<file path="src/rtl/stack_ctrl_pkg.sv">
// Shared types and defaults for the two-requester 1-bit stack controller.
//   state_e : controller FSM states (IDLE -> ISSUE -> SETTLE -> IDLE)
//   op_e    : operation latched at grant time
//   DEPTH_DEF / CNT_W_DEF : default stack depth and occupancy counter width
package stack_ctrl_pkg;

  localparam int DEPTH_DEF = 8;
  localparam int CNT_W_DEF = $clog2(DEPTH_DEF + 1);

  typedef enum logic [1:0] {
    IDLE   = 2'd0,
    ISSUE  = 2'd1,
    SETTLE = 2'd2
  } state_e;

  typedef enum logic {
    OP_PUSH = 1'b0,
    OP_POP  = 1'b1
  } op_e;

endpackage

</file>
<file path="src/rtl/stack_arbiter_if.sv">
// Bundle of every non-clock/reset signal of stack_arbiter.
//   slave  : view of the controller (consumes requests/stk_top/err_clr,
//            drives grants, responses, stack strobes and status)
//   master : view of the surrounding logic (requesters plus stack instance)
// Requester ports: reqN_push/pop/data in, reqN_gnt/rsp_valid/rsp_data out.
// Stack ports: stk_push/stk_pop/stk_data out, stk_top in.
// Status: count, full, empty, err_ovf, err_unf out; err_clr in.
interface stack_arbiter_if #(
  parameter int CNT_W = 4
);
  logic             req0_push, req0_pop, req0_data;
  logic             req0_gnt, req0_rsp_valid, req0_rsp_data;
  logic             req1_push, req1_pop, req1_data;
  logic             req1_gnt, req1_rsp_valid, req1_rsp_data;
  logic             stk_push, stk_pop, stk_data, stk_top;
  logic [CNT_W-1:0] count;
  logic             full, empty, err_ovf, err_unf, err_clr;

  modport slave (
    input  req0_push, req0_pop, req0_data, req1_push, req1_pop, req1_data,
    input  stk_top, err_clr,
    output req0_gnt, req0_rsp_valid, req0_rsp_data,
    output req1_gnt, req1_rsp_valid, req1_rsp_data,
    output stk_push, stk_pop, stk_data, count, full, empty, err_ovf, err_unf
  );

  modport master (
    output req0_push, req0_pop, req0_data, req1_push, req1_pop, req1_data,
    output stk_top, err_clr,
    input  req0_gnt, req0_rsp_valid, req0_rsp_data,
    input  req1_gnt, req1_rsp_valid, req1_rsp_data,
    input  stk_push, stk_pop, stk_data, count, full, empty, err_ovf, err_unf
  );
endinterface

</file>
<file path="src/rtl/rr_arb2.sv">
// Two-way round-robin arbiter.
//   CLK, RST : clock, synchronous active-high reset
//   req[1:0] : eligible requests
//   enable   : arbitration allowed this cycle (grants forced low otherwise)
//   gnt[1:0] : one-hot combinational grant
// ptr_q holds the last winner; on a conflict the other requester wins.
// Reset value 1 makes requester 0 win the first conflict.
module rr_arb2 (
  input  logic       CLK,
  input  logic       RST,
  input  logic [1:0] req,
  input  logic       enable,
  output logic [1:0] gnt
);
  logic ptr_q, ptr_d;

  always_comb begin
    gnt = 2'b00;
    if (enable) begin
      unique case (req)
        2'b01:   gnt = 2'b01;
        2'b10:   gnt = 2'b10;
        2'b11:   gnt = ptr_q ? 2'b01 : 2'b10;
        default: gnt = 2'b00;
      endcase
    end
  end

  always_comb begin
    ptr_d = ptr_q;
    if (gnt[0])      ptr_d = 1'b0;
    else if (gnt[1]) ptr_d = 1'b1;
  end

  always_ff @(posedge CLK) begin
    if (RST) ptr_q <= 1'b1;
    else     ptr_q <= ptr_d;
  end
endmodule

</file>
<file path="src/rtl/stack_arbiter.sv">
// Shares one 1-bit LIFO between two requesters.
//   CLK, RST : clock, synchronous active-high reset
//   bus      : stack_arbiter_if.slave (requests, grants, pop responses,
//              stack strobes, occupancy and sticky error flags)
// Each grant runs IDLE -> ISSUE -> SETTLE. Occupancy is counted at grant
// time so full/empty come straight from a register; pop data is sampled
// from stk_top at the grant edge, before the pop strobe is issued.
module stack_arbiter
  import stack_ctrl_pkg::*;
#(
  parameter int DEPTH = DEPTH_DEF,
  parameter int CNT_W = CNT_W_DEF
) (
  input logic           CLK,
  input logic           RST,
  stack_arbiter_if.slave bus
);
  state_e           state_q, state_d;
  logic [CNT_W-1:0] count_q, count_d;
  op_e              op_q;
  logic             data_q, owner_q;
  logic             rsp0_q, rsp1_q;
  logic             ovf_q, ovf_d, unf_q, unf_d;
  logic             full, empty, arb_en, win, issue, any_gnt, win_push;
  logic [1:0]       push_v, pop_v, elig, gnt;

  assign full  = (count_q == CNT_W'(DEPTH));
  assign empty = (count_q == '0);

  // Push takes priority when a requester raises both
  assign push_v   = {bus.req1_push, bus.req0_push};
  assign pop_v    = {bus.req1_pop & ~bus.req1_push, bus.req0_pop & ~bus.req0_push};
  assign elig     = (push_v & {2{~full}}) | (pop_v & {2{~empty}});
  assign arb_en   = (state_q == IDLE) && !RST;
  assign any_gnt  = |gnt;
  assign win      = gnt[1];
  assign win_push = push_v[win];

  rr_arb2 u_arb (
    .CLK    (CLK),
    .RST    (RST),
    .req    (elig),
    .enable (arb_en),
    .gnt    (gnt)
  );

  // FSM: state register
  always_ff @(posedge CLK) begin
    if (RST) state_q <= IDLE;
    else     state_q <= state_d;
  end

  // FSM: next state
  always_comb begin
    state_d = state_q;
    unique case (state_q)
      IDLE:    if (any_gnt) state_d = ISSUE;
      ISSUE:   state_d = SETTLE;
      SETTLE:  state_d = IDLE;
      default: state_d = IDLE;
    endcase
  end

  // FSM: outputs (reset suppresses any strobe/response for its edge)
  always_comb begin
    issue              = (state_q == ISSUE) && !RST;
    bus.stk_push       = issue && (op_q == OP_PUSH);
    bus.stk_pop        = issue && (op_q == OP_POP);
    bus.stk_data       = issue && (op_q == OP_PUSH) && data_q;
    bus.req0_rsp_valid = issue && (op_q == OP_POP) && !owner_q;
    bus.req1_rsp_valid = issue && (op_q == OP_POP) && owner_q;
    bus.req0_gnt       = gnt[0];
    bus.req1_gnt       = gnt[1];
  end

  always_comb begin
    count_d = count_q;
    if (any_gnt) count_d = win_push ? count_q + CNT_W'(1) : count_q - CNT_W'(1);
  end

  // Set has priority over clear
  always_comb begin
    ovf_d = (ovf_q && !bus.err_clr) || ((state_q == IDLE) && full  && |push_v);
    unf_d = (unf_q && !bus.err_clr) || ((state_q == IDLE) && empty && |pop_v);
  end

  always_ff @(posedge CLK) begin
    if (RST) begin
      count_q <= '0;
      rsp0_q  <= 1'b0;
      rsp1_q  <= 1'b0;
      ovf_q   <= 1'b0;
      unf_q   <= 1'b0;
    end else begin
      count_q <= count_d;
      ovf_q   <= ovf_d;
      unf_q   <= unf_d;
      if (any_gnt && !win_push) begin
        if (win) rsp1_q <= bus.stk_top;
        else     rsp0_q <= bus.stk_top;
      end
    end
  end

  // Operation context, only meaningful while ISSUE is active
  always_ff @(posedge CLK) begin
    if (any_gnt) begin
      op_q    <= win_push ? OP_PUSH : OP_POP;
      data_q  <= win ? bus.req1_data : bus.req0_data;
      owner_q <= win;
    end
  end

  assign bus.req0_rsp_data = rsp0_q;
  assign bus.req1_rsp_data = rsp1_q;
  assign bus.count         = count_q;
  assign bus.full          = full;
  assign bus.empty         = empty;
  assign bus.err_ovf       = ovf_q;
  assign bus.err_unf       = unf_q;
endmodule

</file>
<file path="src/flat_wrapper.sv">
// flat-port wrapper written by rule: the top's interface ports become plain ports
module stack_arbiter_flat import stack_ctrl_pkg::*;
#(
  parameter int DEPTH = DEPTH_DEF,
  parameter int CNT_W = CNT_W_DEF
)
  (CLK, RST, bus_req0_push, bus_req0_pop, bus_req0_data, bus_req1_push, bus_req1_pop, bus_req1_data, bus_stk_top, bus_err_clr, bus_req0_gnt, bus_req0_rsp_valid, bus_req0_rsp_data, bus_req1_gnt, bus_req1_rsp_valid, bus_req1_rsp_data, bus_stk_push, bus_stk_pop, bus_stk_data, bus_count, bus_full, bus_empty, bus_err_ovf, bus_err_unf);
  stack_arbiter_if #(.CNT_W(CNT_W)) bus_i ();
  input logic CLK;
  input logic RST;
  input wire logic [$bits(bus_i.req0_push)-1:0] bus_req0_push;
  input wire logic [$bits(bus_i.req0_pop)-1:0] bus_req0_pop;
  input wire logic [$bits(bus_i.req0_data)-1:0] bus_req0_data;
  input wire logic [$bits(bus_i.req1_push)-1:0] bus_req1_push;
  input wire logic [$bits(bus_i.req1_pop)-1:0] bus_req1_pop;
  input wire logic [$bits(bus_i.req1_data)-1:0] bus_req1_data;
  input wire logic [$bits(bus_i.stk_top)-1:0] bus_stk_top;
  input wire logic [$bits(bus_i.err_clr)-1:0] bus_err_clr;
  output wire logic [$bits(bus_i.req0_gnt)-1:0] bus_req0_gnt;
  output wire logic [$bits(bus_i.req0_rsp_valid)-1:0] bus_req0_rsp_valid;
  output wire logic [$bits(bus_i.req0_rsp_data)-1:0] bus_req0_rsp_data;
  output wire logic [$bits(bus_i.req1_gnt)-1:0] bus_req1_gnt;
  output wire logic [$bits(bus_i.req1_rsp_valid)-1:0] bus_req1_rsp_valid;
  output wire logic [$bits(bus_i.req1_rsp_data)-1:0] bus_req1_rsp_data;
  output wire logic [$bits(bus_i.stk_push)-1:0] bus_stk_push;
  output wire logic [$bits(bus_i.stk_pop)-1:0] bus_stk_pop;
  output wire logic [$bits(bus_i.stk_data)-1:0] bus_stk_data;
  output wire logic [$bits(bus_i.count)-1:0] bus_count;
  output wire logic [$bits(bus_i.full)-1:0] bus_full;
  output wire logic [$bits(bus_i.empty)-1:0] bus_empty;
  output wire logic [$bits(bus_i.err_ovf)-1:0] bus_err_ovf;
  output wire logic [$bits(bus_i.err_unf)-1:0] bus_err_unf;
  assign bus_i.req0_push = bus_req0_push;
  assign bus_i.req0_pop = bus_req0_pop;
  assign bus_i.req0_data = bus_req0_data;
  assign bus_i.req1_push = bus_req1_push;
  assign bus_i.req1_pop = bus_req1_pop;
  assign bus_i.req1_data = bus_req1_data;
  assign bus_i.stk_top = bus_stk_top;
  assign bus_i.err_clr = bus_err_clr;
  assign bus_req0_gnt = bus_i.req0_gnt;
  assign bus_req0_rsp_valid = bus_i.req0_rsp_valid;
  assign bus_req0_rsp_data = bus_i.req0_rsp_data;
  assign bus_req1_gnt = bus_i.req1_gnt;
  assign bus_req1_rsp_valid = bus_i.req1_rsp_valid;
  assign bus_req1_rsp_data = bus_i.req1_rsp_data;
  assign bus_stk_push = bus_i.stk_push;
  assign bus_stk_pop = bus_i.stk_pop;
  assign bus_stk_data = bus_i.stk_data;
  assign bus_count = bus_i.count;
  assign bus_full = bus_i.full;
  assign bus_empty = bus_i.empty;
  assign bus_err_ovf = bus_i.err_ovf;
  assign bus_err_unf = bus_i.err_unf;
  stack_arbiter #(.DEPTH(DEPTH), .CNT_W(CNT_W)) u_core (.CLK(CLK), .RST(RST), .bus(bus_i));
endmodule
</file>
<file path="config.mk">
export PLATFORM = sky130hd
export DESIGN_NAME = stack_arbiter_flat
export DESIGN_NICKNAME = d
export VERILOG_FILES = /design/src/rtl/stack_ctrl_pkg.sv /design/src/rtl/stack_arbiter_if.sv /design/src/rtl/rr_arb2.sv /design/src/rtl/stack_arbiter.sv /design/src/flat_wrapper.sv
export SDC_FILE = /design/constraint.sdc
export NUM_CORES = 1
export LEC_CHECK = 0
export ABC_AREA = 0
export CORE_UTILIZATION = 40
export DETAILED_ROUTE_END_ITERATION = 10
export GPL_ROUTABILITY_DRIVEN = 1
export GPL_TIMING_DRIVEN = 1
export HOLD_SLACK_MARGIN = 0.02
export PLACE_DENSITY = 0.77
export REMOVE_ABC_BUFFERS = 1
export SLEW_MARGIN = 20
export SYNTH_ARGS = -nofsm -noshare
export SYNTH_HDL_FRONTEND = slang
export SYNTH_SLANG_ARGS = --single-unit
</file>
<file path="constraint.sdc">
create_clock -name CLK -period 2.1 [get_ports CLK]
set_input_delay 0.42 -clock CLK [delete_from_list [all_inputs] [get_ports CLK]]
set_output_delay 0.42 -clock CLK [all_outputs]
set_load 0.02 [all_outputs]
</file>
==> flow_summary.toml <==
[worst_setup_path]
end_kind = "flip-flop"
path_max_fanout = 3
crit_path_start_kind = "flip-flop"
critical_path_class = "reg2reg"
critical_path_required_ps = 2330
cp.arrival_ps = 2340

[sta]
fin_crit_ps = 2110
fin_skew_ps = 0.984
rsz0062_at_grt = "true"
report.final.slew_viol_count = 0
hold_viol_final = 0
finalWorstSetupSlack_ps = -7.61
setup-violations-final = 1
finalCritPeriodShare_pct = 100
maxSlewHeadroom_pct = 82.4
worstMarginPinSlew_ps = 263
clock.fmax_ghz = 0.474

[drt]
vias_per_cell = 5.16
firstDrtPassIters = 4
wl_per_cell_um = 14.7
drc = 0
num_vias = 867
drtIter0Drc = 22
ant_nets = 0
wl_mm = 2.48

[layout]
fill_cells = 123
final_util_pct = 74.2
final_area_sq_um = 1350
finalNetCount = 155
syn2layout_area_growth_pct = 65.5
drive_gt1_share_pct = 44.1
diodes = 0

[logic_synthesis]
syn_area_sq_um = 816
synth.area.top_cells = "dfxtp_1 (27%), edfxtp_1 (11%), mux2i_1 (8.6%), nor2_1 (4.6%), xnor2_1 (3.2%)"
yosysUniqueCellTypes = 41
avgSynthCellArea_sq_um = 9.60
async_flop_share_pct = 0
ys_ff_latch = 14
ys_seq_area_share_pct = 38.0
synth_top_area_cell = "dfxtp_1"
yosysWarningCount = 0
synth_top_area_share_pct = 27.0
syn-instance-count = 85
synth_enable_flop_cells = 3
ys.flop_type = "dfxtp_1"

[status]
failed_checks = "setup timing"
status = "finished with violations"

[grt]
grt_pass1_vias = 880
grt_usage_pct = 25.6
antenna_found_initial = 0
gr-total-overflow = 0
grt_max_degree = 10
grt_pass1_wl_mm = 3.82

[clocking]
clock_latency_ps = 290
cts_tree = "yes"
path_clk_slew_ps = 90
clock_sinks = 14
cts.path.max_buffers = 2
cts_buffers = 3
cts_hold_buffers = 0
cts_root_buf = "clkbuf_4"
htree_num_levels = 1

[floorplanning]
die_height_um = 47.2
fp-row-count = 15
core-area_sq_um = 1820
dieWidth_um = 47.2
io_pins = 27
die-area_sq_um = 2220
initial_core_util_pct = 44.8

[min_path]
hp-class = "in2reg"

[placed_design]
place.gp.congestion = 0.908
post_dp_cell_area_sq_um = 1280
portBuffers = 26
post-place-ws_ps = -671
post-dp-hpwl_mm = 1.78

[pwr]
vdd_drop_max_mv = 1.07
p_per_area_nw_per_um2 = 1440
p_leak_nw = 0.621

[job]
maxCapViolCount = 0
## repair_timing
| action | in CTS | in global routing |
|---|---|---|
| setup endpoints to repair | 13 | 9 |
| pin swaps | 4 | 3 |
| resized for setup | 31 | 13 |
| buffers inserted | 5 | 1 |
## state kept, by name (all words and copies together), names as in the netlist
name	flops
u_core.owner_q	1
u_core.data_q	1
u_core.bus.count	4
u_core.bus.req0_rsp_data	1
u_core.u_arb.ptr_q	1
u_core.bus.req1_rsp_data	1
u_core.state_q	2
u_core.op_q	1
u_core.bus.err_ovf	1
u_core.bus.err_unf	1
## synthesized netlist by cell type, types with 2 or more instances
library cell,n
a21oi_1,5
mux2i_1,7
edfxtp_1,3
nand2_1,4
nor2_1,10
nand4_1,2
xnor2_1,3
o21ba_2,2
dfxtp_1,11
and2_1,2
buf_2,2
nor2b_1,2
inv_1,3
nor3b_1,2
## per-layer routing
| metal | vias to the layer above | GRT usage, % | share of wire [%] |
|---|---|---|---|
| met3 | 8 | 6.15 | 6.0 |
| met4 | 0 | 14.9 | 2.1 |
| met2 | 36 | 43.3 | 51 |
| li1 | 423 | - | - |
| met5 | - | 0 | 0 |
| met1 | 400 | 29.4 | 41 |
## layout by cell type, fill, tap and decap left out, drive strengths merged, types with 2 or more instances in the layout
| cell type | n |
|---|---|
| dfxtp | 11 |
| o21ba | 2 |
| clkbuf | 7 |
| clkdlybuf4s50 | 13 |
| edfxtp | 3 |
| a211oi | 2 |
| nand2 | 4 |
| nor3b | 2 |
| nor2 | 10 |
| and2 | 3 |
| dlygate4sd2 | 5 |
| o21ai | 2 |
| xnor2 | 3 |
| mux2i | 7 |
| inv | 3 |
| buf | 37 |
| a21oi | 5 |
| nor2b | 3 |
| nand4 | 2 |
## critical path: stages (launching register included)
cell and delay [ps]:
dfxtp_2 330, or3_4 390, a211oi_4 190, nor2b_4 230, o21a_4 140, xor2_1 150
ha_2 190, nand2_1 50, mux2i_1 170, mux2i_1 190
## cell type report
cell class | count | area (sq um) | share of cell area [%]
inverter | 3 | 11.3 | 0.834
clock buffer | 4 | 26.3 | 1.95
tap | 25 | 31.3 | 2.32
timing repair buffer | 59 | 469 | 34.8
sequential | 14 | 314 | 23.3
multi-input combinational | 63 | 498 | 36.9
## per-stage QoR
step | hold WS, ps | TNS (ps) | power (mW) | cells
3_5_place_dp | 462 | -5370 | 1.68 | 158
5_1_grt | 503 | -104 | 2.05 | 168
2_1_floorplan | 443 | -217 | 1.07 | 80
4_1_cts | 474 | -57.3 | 1.90 | 167
3_3_place_gp | 450 | -4990 | 1.65 | 158
6_report | 477 | -7.61 | 1.94 | 168
## final timing paths
kind                             startpoint                          endpoint  slack, ps  cells after the start
min                                     RST    u_core.state_q[1]$_SDFFE_PP0P_        480                      3
max reg2reg  u_core.state_q[1]$_SDFFE_PP0P_  u_core.bus.count[2]$_SDFFE_PP0P_         -8                      9
min reg2reg   u_core.bus.err_ovf$_SDFF_PP0_     u_core.bus.err_ovf$_SDFF_PP0_        480                      2
max          u_core.state_q[1]$_SDFFE_PP0P_  u_core.bus.count[2]$_SDFFE_PP0P_         -8                      9
## logic make-up after synthesis
| family | share of synthesized area, % |
|---|---|
| simple gates | 23.8 |
| compound gates | 17.0 |
| flops | 38.0 |
| buf+inv | 5.37 |
| mux | 9.97 |
| xor+xnor | 4.30 |
| fa+ha+maj | 1.53 |
## power by group
group | leakage, nW | switching [mW] | internal [mW] | total, mW
Combinational | 0.486 | 0.626 | 0.684 | 1.31
Clock | 0.0150 | 0.0967 | 0.0740 | 0.171
Sequential | 0.120 | 0.0827 | 0.381 | 0.463
Total | 0.621 | 0.805 | 1.14 | 1.94
(Power assumes the default switching activity.)
